--- config.mk ---
export PLATFORM = sky130hd
export DESIGN_NAME = instr_fetch_ctrl_flat
export DESIGN_NICKNAME = d
export VERILOG_FILES = /design/src/rtl/instr_fetch_ctrl_pkg.sv /design/src/rtl/instr_fetch_ctrl_if.sv /design/src/rtl/instr_fetch_ctrl_skid.sv /design/src/rtl/instr_fetch_ctrl.sv /design/src/flat_wrapper.sv
export SDC_FILE = /design/constraint.sdc
export NUM_CORES = 1
export LEC_CHECK = 0
export CORE_MARGIN = 2
export CORE_UTILIZATION = 53
export CTS_CLUSTER_DIAMETER = 100
export DETAILED_ROUTE_END_ITERATION = 7
export GPL_TIMING_DRIVEN = 0
export PLACE_DENSITY = 0.88
export SLEW_MARGIN = 10
export SYNTH_ARGS = -nofsm -noshare
export SYNTH_HDL_FRONTEND = slang
export SYNTH_SLANG_ARGS = --single-unit
--- constraint.sdc ---
create_clock -name CLK -period 5.05 [get_ports CLK]
set_input_delay 0.7575 -clock CLK [delete_from_list [all_inputs] [get_ports CLK]]
set_output_delay 0.7575 -clock CLK [all_outputs]
set_load 0.02 [all_outputs]
--- src/rtl/instr_fetch_ctrl_pkg.sv ---
// Shared pipeline package: fetch FSM states, IF/ID bundle and small helpers.
package instr_fetch_ctrl_pkg;

  typedef enum logic [1:0] {
    ST_REQ  = 2'd0,
    ST_WAIT = 2'd1,
    ST_DROP = 2'd2,
    ST_FULL = 2'd3
  } fetch_state_t;

  localparam logic [31:0] NOP_INSTR_DEF = 32'h0000_0000;

  // IF/ID pipeline bundle, also consumed by ID-stage blocks.
  typedef struct packed {
    logic        valid;
    logic [31:0] instr;
    logic [31:0] pc1;
  } ifid_t;

  // Word-addressed successor PC; wraps 32'hFFFF_FFFF to 0.
  function automatic logic [31:0] pc_next(input logic [31:0] pc);
    return pc + 32'd1;
  endfunction

endpackage

--- src/rtl/instr_fetch_ctrl_if.sv ---
// Split-transaction instruction memory port: request/grant plus response.
interface instr_fetch_ctrl_if;
  logic        imem_req;
  logic [31:0] imem_addr;
  logic        imem_gnt;
  logic        imem_rvalid;
  logic [31:0] imem_rdata;

  modport master (
    output imem_req,
    output imem_addr,
    input  imem_gnt,
    input  imem_rvalid,
    input  imem_rdata
  );

  modport slave (
    input  imem_req,
    input  imem_addr,
    output imem_gnt,
    output imem_rvalid,
    output imem_rdata
  );
endinterface

--- src/rtl/instr_fetch_ctrl_skid.sv ---
// One-entry skid buffer in front of the IF/ID register.
// flush beats everything, then a direct load, then a buffer pop; otherwise
// the register bubbles unless hold is asserted.
module ifid_skid_reg
  import instr_fetch_ctrl_pkg::*;
#(
  parameter logic [31:0] NOP_INSTR = NOP_INSTR_DEF
) (
  input  logic        CLK,
  input  logic        RST,
  input  logic        flush,
  input  logic        hold,
  input  logic        bypass_ld,
  input  logic        skid_ld,
  input  logic        skid_pop,
  input  logic [31:0] in_instr,
  input  logic [31:0] in_pc1,
  output ifid_t       ifid
);

  logic [31:0] skid_instr_p0;
  logic [31:0] skid_pc1_p0;
  ifid_t       ifid_p1;

  // Skid entry: captures a response that decode cannot take yet.
  always_ff @(posedge CLK) begin
    if (RST || flush) begin
      skid_instr_p0 <= '0;
      skid_pc1_p0   <= '0;
    end else if (skid_ld) begin
      skid_instr_p0 <= in_instr;
      skid_pc1_p0   <= in_pc1;
    end
  end

  // IF/ID register: flush > direct load > pop > bubble, held while stalled.
  always_ff @(posedge CLK) begin
    if (RST) begin
      ifid_p1.valid <= 1'b0;
      ifid_p1.instr <= NOP_INSTR;
      ifid_p1.pc1   <= '0;
    end else if (flush) begin
      ifid_p1.valid <= 1'b0;
      ifid_p1.instr <= NOP_INSTR;
    end else if (bypass_ld) begin
      ifid_p1.valid <= 1'b1;
      ifid_p1.instr <= in_instr;
      ifid_p1.pc1   <= in_pc1;
    end else if (skid_pop) begin
      ifid_p1.valid <= 1'b1;
      ifid_p1.instr <= skid_instr_p0;
      ifid_p1.pc1   <= skid_pc1_p0;
    end else if (!hold) begin
      ifid_p1.valid <= 1'b0;
      ifid_p1.instr <= NOP_INSTR;
    end
  end

  assign ifid = ifid_p1;

endmodule

--- src/rtl/instr_fetch_ctrl.sv ---
// Instruction-fetch controller: issues one fetch at a time to the
// instruction memory, feeds IF/ID, stalls the PC until delivery or
// redirect, and squashes wrong-path responses after a redirect.
module instr_fetch_ctrl
  import instr_fetch_ctrl_pkg::*;
#(
  parameter logic [31:0] NOP_INSTR = NOP_INSTR_DEF
) (
  input  logic               CLK,
  input  logic               RST,
  input  logic [31:0]        PC,
  input  logic               PCsrc,
  input  logic               DecStall,
  output logic               Stall,
  instr_fetch_ctrl_if.master imem,
  output logic               IFID_valid,
  output logic [31:0]        IFID_instr,
  output logic [31:0]        IFID_PC1
);

  fetch_state_t state_q;
  fetch_state_t state_d;
  logic [31:0]  fpc_q;
  logic [31:0]  fpc_inc;
  logic         req_c;
  logic         granted;
  logic         deliver_now;
  logic         skid_ld;
  logic         skid_pop;
  ifid_t        ifid;

  // FSM state register.
  always_ff @(posedge CLK) begin
    if (RST) state_q <= ST_REQ;
    else     state_q <= state_d;
  end

  // Address of the in-flight fetch, captured when memory accepts it.
  always_ff @(posedge CLK) begin
    if (granted) fpc_q <= PC;
  end

  // Next state; a redirect leaves DROP behind whenever a request is still
  // in flight (including one granted in this very cycle).
  always_comb begin
    state_d = state_q;
    if (PCsrc) begin
      unique case (state_q)
        ST_REQ:           state_d = imem.imem_gnt    ? ST_DROP : ST_REQ;
        ST_WAIT, ST_DROP: state_d = imem.imem_rvalid ? ST_REQ  : ST_DROP;
        default:          state_d = ST_REQ;
      endcase
    end else begin
      unique case (state_q)
        ST_REQ:  if (imem.imem_gnt)    state_d = ST_WAIT;
        ST_WAIT: if (imem.imem_rvalid) state_d = DecStall ? ST_FULL : ST_REQ;
        ST_DROP: if (imem.imem_rvalid) state_d = ST_REQ;
        default: if (!DecStall)        state_d = ST_REQ;
      endcase
    end
  end

  // Outputs and datapath strobes; redirect suppresses any delivery.
  always_comb begin
    req_c       = 1'b0;
    granted     = 1'b0;
    deliver_now = 1'b0;
    skid_ld     = 1'b0;
    skid_pop    = 1'b0;
    unique case (state_q)
      ST_REQ: begin
        req_c   = 1'b1;
        granted = imem.imem_gnt;
      end
      ST_WAIT: begin
        deliver_now = imem.imem_rvalid & !DecStall & !PCsrc;
        skid_ld     = imem.imem_rvalid &  DecStall & !PCsrc;
      end
      ST_FULL: skid_pop = !DecStall & !PCsrc;
      default: ;
    endcase
    Stall = !(deliver_now | skid_pop | PCsrc);
  end

  assign imem.imem_req  = req_c;
  assign imem.imem_addr = PC;
  assign fpc_inc        = pc_next(fpc_q);

  ifid_skid_reg #(
    .NOP_INSTR(NOP_INSTR)
  ) u_skid (
    .CLK       (CLK),
    .RST       (RST),
    .flush     (PCsrc),
    .hold      (DecStall),
    .bypass_ld (deliver_now),
    .skid_ld   (skid_ld),
    .skid_pop  (skid_pop),
    .in_instr  (imem.imem_rdata),
    .in_pc1    (fpc_inc),
    .ifid      (ifid)
  );

  assign IFID_valid = ifid.valid;
  assign IFID_instr = ifid.instr;
  assign IFID_PC1   = ifid.pc1;

endmodule

--- src/flat_wrapper.sv ---
// flat-port wrapper written by rule: the top's interface ports become plain ports
module instr_fetch_ctrl_flat import instr_fetch_ctrl_pkg::*;
#(
  parameter logic [31:0] NOP_INSTR = NOP_INSTR_DEF
)
  (CLK, RST, PC, PCsrc, DecStall, Stall, IFID_valid, IFID_instr, IFID_PC1, imem_imem_req, imem_imem_addr, imem_imem_gnt, imem_imem_rvalid, imem_imem_rdata);
  instr_fetch_ctrl_if imem_i ();
  input  logic CLK;
  input  logic RST;
  input  logic [31:0] PC;
  input  logic PCsrc;
  input  logic DecStall;
  output logic Stall;
  output logic IFID_valid;
  output logic [31:0] IFID_instr;
  output logic [31:0] IFID_PC1;
  output wire logic [$bits(imem_i.imem_req)-1:0] imem_imem_req;
  output wire logic [$bits(imem_i.imem_addr)-1:0] imem_imem_addr;
  input wire logic [$bits(imem_i.imem_gnt)-1:0] imem_imem_gnt;
  input wire logic [$bits(imem_i.imem_rvalid)-1:0] imem_imem_rvalid;
  input wire logic [$bits(imem_i.imem_rdata)-1:0] imem_imem_rdata;
  assign imem_imem_req = imem_i.imem_req;
  assign imem_imem_addr = imem_i.imem_addr;
  assign imem_i.imem_gnt = imem_imem_gnt;
  assign imem_i.imem_rvalid = imem_imem_rvalid;
  assign imem_i.imem_rdata = imem_imem_rdata;
  instr_fetch_ctrl #(.NOP_INSTR(NOP_INSTR)) u_core (.CLK(CLK), .RST(RST), .PC(PC), .PCsrc(PCsrc), .DecStall(DecStall), .Stall(Stall), .imem(imem_i), .IFID_valid(IFID_valid), .IFID_instr(IFID_instr), .IFID_PC1(IFID_PC1));
endmodule
==> results of run 1 <==
[power breakdown]
group	internal [W]	total [W]	switching, W
Combinational	0.000128	0.000275	0.000147
Sequential	0.00136	0.00139	0.0000287
Clock	0.000739	0.00125	0.000511
[worst paths after layout]
kind,startpoint,endpoint,slack (ps),cells past startpoint
worst max-delay path,imem_imem_rvalid,Stall,990,6
worst min-delay path,u_core.u_skid.skid_pc1_p0[26],u_core.u_skid.skid_pc1_p0[26],450,2
worst max register to register,u_core.state_q[1],u_core.u_skid.ifid[11],2690,7
worst min register to register,u_core.u_skid.skid_pc1_p0[26],u_core.u_skid.skid_pc1_p0[26],450,2
[flip-flops by register name, summed over array words and instances, names as in the netlist]
register,flops
u_core.fpc_q,32
u_core.state_q,2
u_core.u_skid.ifid,65
u_core.u_skid.skid_instr_p0,32
u_core.u_skid.skid_pc1_p0,32
[through the flow]
stage	total power, W	area (um2)	setup slack, ps	utilization	hold slack (ps)
final	0.002914	9253	994.0	0.7362	454.2
after global routing	0.002990	9253	912.2	0.7362	472.6
after CTS	0.002914	9253	1074	0.7362	456.7
after detailed placement	0.001685	8685	1142	0.6910	447.7
after global placement	0.001679	8683	1144	0.6909	442.3
after floorplan	0.001545	6797	2523	-	435.9
[cells by family after synthesis]
family / Yosys count
and+or+nand+nor: 225
AOI/OAI and AO/OA: 205
DFF: 163
buffers and inverters: 95
xor gates and xnor gates: 18
adders and majority gates: 6
muxes: 1
[metal layers]
metal	global-route usage	vias to the layer above	share of wire
met5	0	-	0
met4	0.1380	0	0.032
met3	0.06797	56	0.088
met2	0.4663	367	0.48
met1	0.3541	3059	0.40
li1	-	2955	-
[placed cells by master, fill, tap and decap left out, types with 2 or more instances in the layout]
| master | n |
|---|---|
| sky130_fd_sc_hd__clkdlybuf4s50_1 | 167 |
| sky130_fd_sc_hd__dfxtp_1 | 131 |
| sky130_fd_sc_hd__nand2_1 | 79 |
| sky130_fd_sc_hd__nor2_1 | 67 |
| sky130_fd_sc_hd__a21oi_1 | 65 |
| sky130_fd_sc_hd__clkbuf_1 | 36 |
| sky130_fd_sc_hd__o21ai_0 | 34 |
| sky130_fd_sc_hd__buf_4 | 33 |
| sky130_fd_sc_hd__a222oi_1 | 32 |
| sky130_fd_sc_hd__edfxtp_1 | 32 |
| sky130_fd_sc_hd__a22oi_1 | 27 |
| sky130_fd_sc_hd__clkbuf_16 | 19 |
| sky130_fd_sc_hd__nor3_1 | 18 |
| sky130_fd_sc_hd__o22ai_1 | 15 |
| sky130_fd_sc_hd__buf_2 | 14 |
| sky130_fd_sc_hd__nand3_1 | 14 |
| sky130_fd_sc_hd__inv_1 | 12 |
| sky130_fd_sc_hd__xor2_1 | 9 |
| sky130_fd_sc_hd__xnor2_1 | 9 |
| sky130_fd_sc_hd__nand4_1 | 7 |
| sky130_fd_sc_hd__and4_1 | 7 |
| sky130_fd_sc_hd__a211oi_1 | 7 |
| sky130_fd_sc_hd__ha_1 | 6 |
| sky130_fd_sc_hd__and2_1 | 5 |
| sky130_fd_sc_hd__nor4_2 | 5 |
| sky130_fd_sc_hd__o21ai_1 | 4 |
| sky130_fd_sc_hd__a21boi_0 | 4 |
| sky130_fd_sc_hd__and3_1 | 4 |
| sky130_fd_sc_hd__nor4_1 | 4 |
| sky130_fd_sc_hd__a31oi_1 | 4 |
| sky130_fd_sc_hd__a221oi_1 | 4 |
| sky130_fd_sc_hd__o21a_1 | 3 |
| sky130_fd_sc_hd__o31a_1 | 3 |
| sky130_fd_sc_hd__clkinv_2 | 3 |
| sky130_fd_sc_hd__nand3_2 | 2 |
| sky130_fd_sc_hd__or2_2 | 2 |
| sky130_fd_sc_hd__nand4_2 | 2 |
| sky130_fd_sc_hd__a311oi_1 | 2 |
| sky130_fd_sc_hd__clkinvlp_4 | 2 |
[worst register-to-register path, stage by stage (launching register included)]
cell and delay [ps]:
sky130_fd_sc_hd__dfxtp_1 350, sky130_fd_sc_hd__inv_1 110, sky130_fd_sc_hd__ha_1 240, sky130_fd_sc_hd__nand2_1 130, sky130_fd_sc_hd__nor3_2 620, sky130_fd_sc_hd__nand2b_1 270
sky130_fd_sc_hd__clkbuf_1 340, sky130_fd_sc_hd__o22ai_1 240
[area by class of cell]
cell class                 count  area share
buffer                        83     0.04976
clock buffer                  21     0.05328
clock inverter                 8    0.008114
inverter                      12    0.004868
multi-input combinational    455      0.2928
sequential                   163      0.3873
tap                          172     0.02326
timing repair buffer         167      0.1807
==> impl_summary.md, run 1 <==
Power
The static leakage power is 3.158 nW. Dividing total power by cell area gives a power density of 314.9 mW/mm2. The worst-case IR drop observed on VDD is 0.2120 mV.

Clocking
Buffers added to address setup during post-CTS repair amount to 0. The number of gates resized after cts is 0. The worst-case clock buffer depth is 2. The TritonCTS clock tree is built.

The number of buffers created by CTS is 17. After clock tree synthesis, the clock-pin slew on the worst setup and hold paths is 60 ps. The hold-fix buffer count after cts is 0. Clock latency on the worst-skew pair, taken at its later pin, is 430 ps. The number of H-tree levels is 4. The CTS sink count is 163. The clock root buffer master is sky130_fd_sc_hd__clkbuf_16.

Synthesis
The portion of synthesized cell area occupied by the leading cell type is 0.3859. After synthesis the cells add up to 0.006797 mm2. The compound-gate portion of the synthesized area was 0.1992. The post-synthesis cell type count is 46.

The cell type with the largest total area after synthesis is sky130_fd_sc_hd__dfxtp_1. The most used flip-flop cell after synthesis is sky130_fd_sc_hd__dfxtp_1. The proportion of synthesized area in mux cells is 0.001657. The net count after synthesis is 789. After synthesis the netlist holds a flip-flop and latch count of 163. The commonest cells after synthesis are 131 x sky130_fd_sc_hd__dfxtp_1, 79 x sky130_fd_sc_hd__nand2_1, 67 x sky130_fd_sc_hd__nor2_1. Of the total synthesized cell area, the portion taken by AND, OR, NAND and NOR gates is 0.1633. The synthesized netlist cell count is 713. Of the total synthesized cell area, the portion taken by full adders, half adders and majority gates is 0.01105.

For this run, the number of Yosys warnings is 0. By area, the combinational part of the netlist is dominated by compound AO/OA/AOI/OAI gates. The area share of xor/xnor cells in the synthesized design is 0.02320.

By area the synthesized netlist is led by sky130_fd_sc_hd__dfxtp_1 39%, sky130_fd_sc_hd__edfxtp_1 14%, sky130_fd_sc_hd__a21oi_1 4.8%, sky130_fd_sc_hd__a222oi_1 4.7%, sky130_fd_sc_hd__nand2_1 4.4%. The average cell area after synthesis is 9.532 um2. By instance count, the leading cell after synthesis is sky130_fd_sc_hd__dfxtp_1. The proportion of synthesized chip area in sequential cells is 0.5272.

The async set-or-reset flop fraction in the synthesized netlist is 0. The count of flip-flops with a built-in enable after synthesis is 32.

Setup path
Data on the critical path arrives at its endpoint at 3300 ps. In this run the worst path has a maximum fanout of 10. The data required time of the critical path is 4290 ps. For this run, the slowest stage of the critical path takes 630 ps. Counting both buffers and inverters, the worst setup path holds a total of 3. Walking the worst path, the cells encountered are clkdlybuf4s50_1 -> and2_1 -> o21ai_1 -> clkbuf_1 -> and2_1 -> clkdlybuf4s50_1. STA classifies the critical path startpoint as an input pin.

The family of cells with the greatest summed delay on the critical path is buffers and inverters. STA classifies the critical path endpoint as a primary output. Among all stages on the critical path, the largest delay is contributed by sky130_fd_sc_hd__clkdlybuf4s50_1.

The worst setup path is of the input pin to primary output kind.

Job
The number of max-cap violations is 0.

Drt
The number of iterations in the first detailed-routing pass is 8. The total via count after detailed routing is 6437. After detailed routing, the total wire length is 19560 um.

In the routed design, unresolved DRC markers number 0. The average routed wire per standard cell is 18.10 um. The detail route stage leaves a number of antenna-violating nets equal to 0.

In the routed layout, each cell is associated on average with a via count of 5.955. The iteration-0 DRC count of the detailed router is 742.

Status
The run finished with clean final reports.

Timing
Dividing the final minimum period by the clock period gives 0.8032. The total count of hold-check failures in the final report came to 0. The routed design could run at a clock period as short as 4056 ps.

At the pin with the least slew margin, the transition time is 791.6 ps. The number of max-slew violations in the final report is 0. The setup violation total in the final timing report is 0.

The achievable clock frequency is 246.6 MHz. Setup repair after global routing left no endpoint under its margin. Adding up every negative setup slack in the final design gives 0 ps. The headroom to the max-slew limit is 0.4694. On the final layout, the worst clock skew is 7.952 ps.

Floorplanning
The initialized floorplan defines 41 standard-cell rows. The floorplan step defined a die boundary enclosing 0.01375 mm2. From left edge to right edge, the die measures 117.2 um. In this run the count of I/O pins placed on the die edge is 169.

The area of the core is 0.01257 mm2. The initial utilization of the core area, before any placement, comes to 0.5408. The floorplan die height is 117.2 um.

Finish
The count of inserted antenna diode cells is 0. The area growth from synthesis to layout is 36.14%. Summing all flip-flop and latch instances after layout gives 0.003583 mm2. After filler insertion, the fill cell instance count of the layout stands at 874.

The finished layout holds 1081 standard cells, fillers aside. The number of nets in the final layout is 975. The area used by multi-input combinational logic is 0.002709 mm2.

In the final layout, the share of cells above drive strength 1 is 0.1034.

Global route
Entering global routing, the biggest net connects 34 pins. The via count of the first global-routing pass is 6156. In the global route stage, overall resource usage came out at 0.2846. The total overflow left after global routing is 0. The wire length of the first global-routing pass is 30220 um. The number of antenna violations at the first check in global routing was 0.

Placement
The number of input and output port buffers inserted is 167. The number of placed cells counting well taps is 1052. Detailed placement ended at an HPWL of 13550 um. The final RePlAce weighted congestion is 0.8939.

Min path
The kind of path behind the tightest hold check is flip-flop to flip-flop.
Note: power is estimated with default switching activity, not from simulation.
==> inputs of run 2 (changes only) <==
--- a/config.mk
+++ b/config.mk
@@ -6,11 +6,11 @@
 export NUM_CORES = 1
 export LEC_CHECK = 0
 export CORE_MARGIN = 2
-export CORE_UTILIZATION = 53
+export CORE_UTILIZATION = 45
 export CTS_CLUSTER_DIAMETER = 100
 export DETAILED_ROUTE_END_ITERATION = 7
 export GPL_TIMING_DRIVEN = 0
-export PLACE_DENSITY = 0.88
+export PLACE_DENSITY = 0.8
 export SLEW_MARGIN = 10
 export SYNTH_ARGS = -nofsm -noshare
 export SYNTH_HDL_FRONTEND = slang
==> constraint.sdc (replaced) <==
create_clock -name CLK -period 3.5 [get_ports CLK]
set_input_delay 0.525 -clock CLK [delete_from_list [all_inputs] [get_ports CLK]]
set_output_delay 0.525 -clock CLK [all_outputs]
set_load 0.02 [all_outputs]
==> run 2 against run 1 <==
  * Sequential share of layout area fell by 0.16 points
  * Critical endpoint unchanged
  * The run now ends with design-rule violations left
  * Clock-buffer cell count fell by 1
  * Routed wire length fell by 2.9%
  * Critical path depth rose by 1
  * Sequential power rose by 44%
==> impl_summary.md, run 2 (same netlist as run 1, synthesis figures left out) <==
Status
The run finished, with violations left. The checks that failed: design-rule violations.

Placement
The detailed-placement wirelength estimate is 13280 um. At the placement stage, the worst setup path has a slack of 49.03 ps. Input and output buffers added on the ports amount to 167. Routability-driven placement finished with a final weighted congestion of 0.8259.

Drt
The per-cell via count in the routed design is 5.711. The number of iterations in the first detailed-routing pass is 8. The routed layout has 6248 vias. After detailed routing, the number of remaining DRC violations is 7. The sum of routed wire length over all layers is 18990 um. The remaining number of nets flagged by the antenna check after routing is 0. Dividing the detail-routed wire length by the instance count gives 17.36 um. The iteration-0 DRC count of the detailed router is 681.

Clocking
The worst-case clock buffer depth is 2. The buffer count from post-CTS setup fixing is 0. The hold-fix buffer count after cts is 0. The TritonCTS clock tree is built.

The number of buffers created by CTS is 17. The root buffer cell chosen for the clock tree is sky130_fd_sc_hd__clkbuf_16. The CTS sink count is 163. The later pin in the worst-skew pair is clocked with a latency of 430 ps. CTS built an H-tree with a depth of 4. The post-CTS clock slew at the launch and capture registers of the worst setup and hold paths is 60 ps.

Setup path
The most numerous cell type found on the critical path is sky130_fd_sc_hd__and2_1. For the worst setup path, the data required time is 2970 ps. The type of the setup path with the least slack is flip-flop to primary output. The critical-path maximum fanout is 10. The startpoint kind of the worst setup timing path is a flip-flop. The largest single stage delay on the critical path is 630 ps. The library cell contributing the largest single delay on the critical path is sky130_fd_sc_hd__clkdlybuf4s50_1. The endpoint kind of the worst setup timing path is a primary output. STA puts the critical path data arrival time at 2750 ps. The critical path goes through inv_1 -> ha_1 -> and2_1 -> o21ai_2 -> clkbuf_2 -> and2_1 -> clkdlybuf4s50_1.

Finish
The synthesis-to-finish area growth is 36.71%. For this run, the post-layout net count is 975. In the final layout, the share of cells above drive strength 1 is 0.1066.

After filler insertion, the fill cell instance count of the layout stands at 1211. The library cells used most frequently in the layout, excluding fill and tap cells, are 167 x sky130_fd_sc_hd__clkdlybuf4s50_1, 131 x sky130_fd_sc_hd__dfxtp_1, 79 x sky130_fd_sc_hd__nand2_1. The register with the most flip-flops in the layout has 65 of them. The sequential standard cell area is 0.003583 mm2.

Summing all multi-input logic gate instances after layout gives 0.002713 mm2. The number of antenna diodes in the final layout is 0. The library cell used most frequently in the layout, excluding fill and tap cells, is sky130_fd_sc_hd__clkdlybuf4s50_1.

Timing
Setup total negative slack on the finished layout was measured at 0 ps. The setup skew after layout is 8.147 ps. The minimum period implied by the final worst setup slack is 3277 ps. In the post-route analysis, the smallest setup slack over all paths is 223.4 ps.

Setup violations remaining at the end of the flow were counted as 0. The number of max-slew violations in the final report is 0. The final clock period utilization by the worst path is 0.9362. Setup repair after global routing left no endpoint under its margin.

The achievable clock frequency is 305.2 MHz. The slew at the pin with the worst max-slew slack is 840.1 ps. The total count of hold-check failures in the final report is 0. The worst pin sits at a relative slew slack of 0.4369.

Global route
The overall routing resource usage is 0.2332. The via count of the first global-routing pass is 5766. The remaining global-route overflow is 0.

The pin count of the biggest net entering global routing is 34. The first global-routing pass estimated 29840 um of wire. The number of antenna violations at the first check in global routing is 0.

Power
VDD sags by at most 0.4061 mV. In this run the power density over the cells is 458.7 mW/mm2. For this design the static power due to leakage is 3.169 nW.

Floorplanning
Measured along the y axis, the die boundary spans 126.9 um. In this run the core area contains 44 standard-cell rows. For this configuration, the core starts out at a cell density of 0.4641. Pin placement for this block handled 169 I/O pins.

The total area inside the core boundary comes to 0.01464 mm2. The width of the die is 126.9 um. The die area is 0.01610 mm2.

Min path
The tightest min-delay check is of the flip-flop to flip-flop type.

Job
The number of max-cap violations is 0.
-- run 2: layout make-up --
class                           count  area share
Buffer                             83     0.04969
Clock buffer                       20     0.05036
Clock inverter                     10     0.01279
Inverter                           12    0.004848
Multi-Input combinational cell    455      0.2919
Sequential cell                   163      0.3857
Tap cell                          184     0.02478
Timing Repair Buffer              167      0.1799
-- run 2: repair_timing --
item,4_1_cts,5_1_grt
endpoints found under the setup margin,1,1
endpoints found under the hold margin,0,0
gates resized for setup,1,1
-- run 2: where the power goes --
part / internal (W) / switching [W]
combinational: 0.000185 / 0.000209
sequential: 0.00196 / 0.0000403
clock: 0.00111 / 0.000756
total: 0.00326 / 0.00101
-- run 2: per-layer routing --
metal	GRT usage	routed length [um]
met5	0	0
met2	0.3659	8909
met1	0.3152	8118
met4	0.07434	335
met3	0.06284	1626
-- run 2: worst max-delay path, delay by kind of cell (launching register included) --
family	cells	cell delay, ps
AOI/OAI and AO/OA	1	260
adders and majority gates	1	250
buffers and inverters	3	1070
and+or+nand+nor	2	380
DFF	1	370
-- run 2: final timing paths --
path                                   start                              end  slack, ps  cells past startpoint
max                        u_core.state_q[1]                            Stall        220                      7
min          u_core.u_skid.skid_instr_p0[28]  u_core.u_skid.skid_instr_p0[28]        450                      2
max reg2reg                u_core.state_q[1]           u_core.u_skid.ifid[13]       1150                      7
min reg2reg  u_core.u_skid.skid_instr_p0[28]  u_core.u_skid.skid_instr_p0[28]        450                      2
-- run 2: per-stage QoR --
step	hold slack, ps	cell area (um2)	power, W	util	instances
6_report	454.4	9291	0.004262	0.6345	1094
5_1_grt	458.0	9291	0.004401	0.6345	1094
4_1_cts	448.2	9288	0.004277	0.6342	1094
3_5_place_dp	447.1	8700	0.002430	0.5941	1064
3_3_place_gp	442.2	8698	0.002426	0.5940	1064
2_1_floorplan	435.9	6797	0.002229	-	713
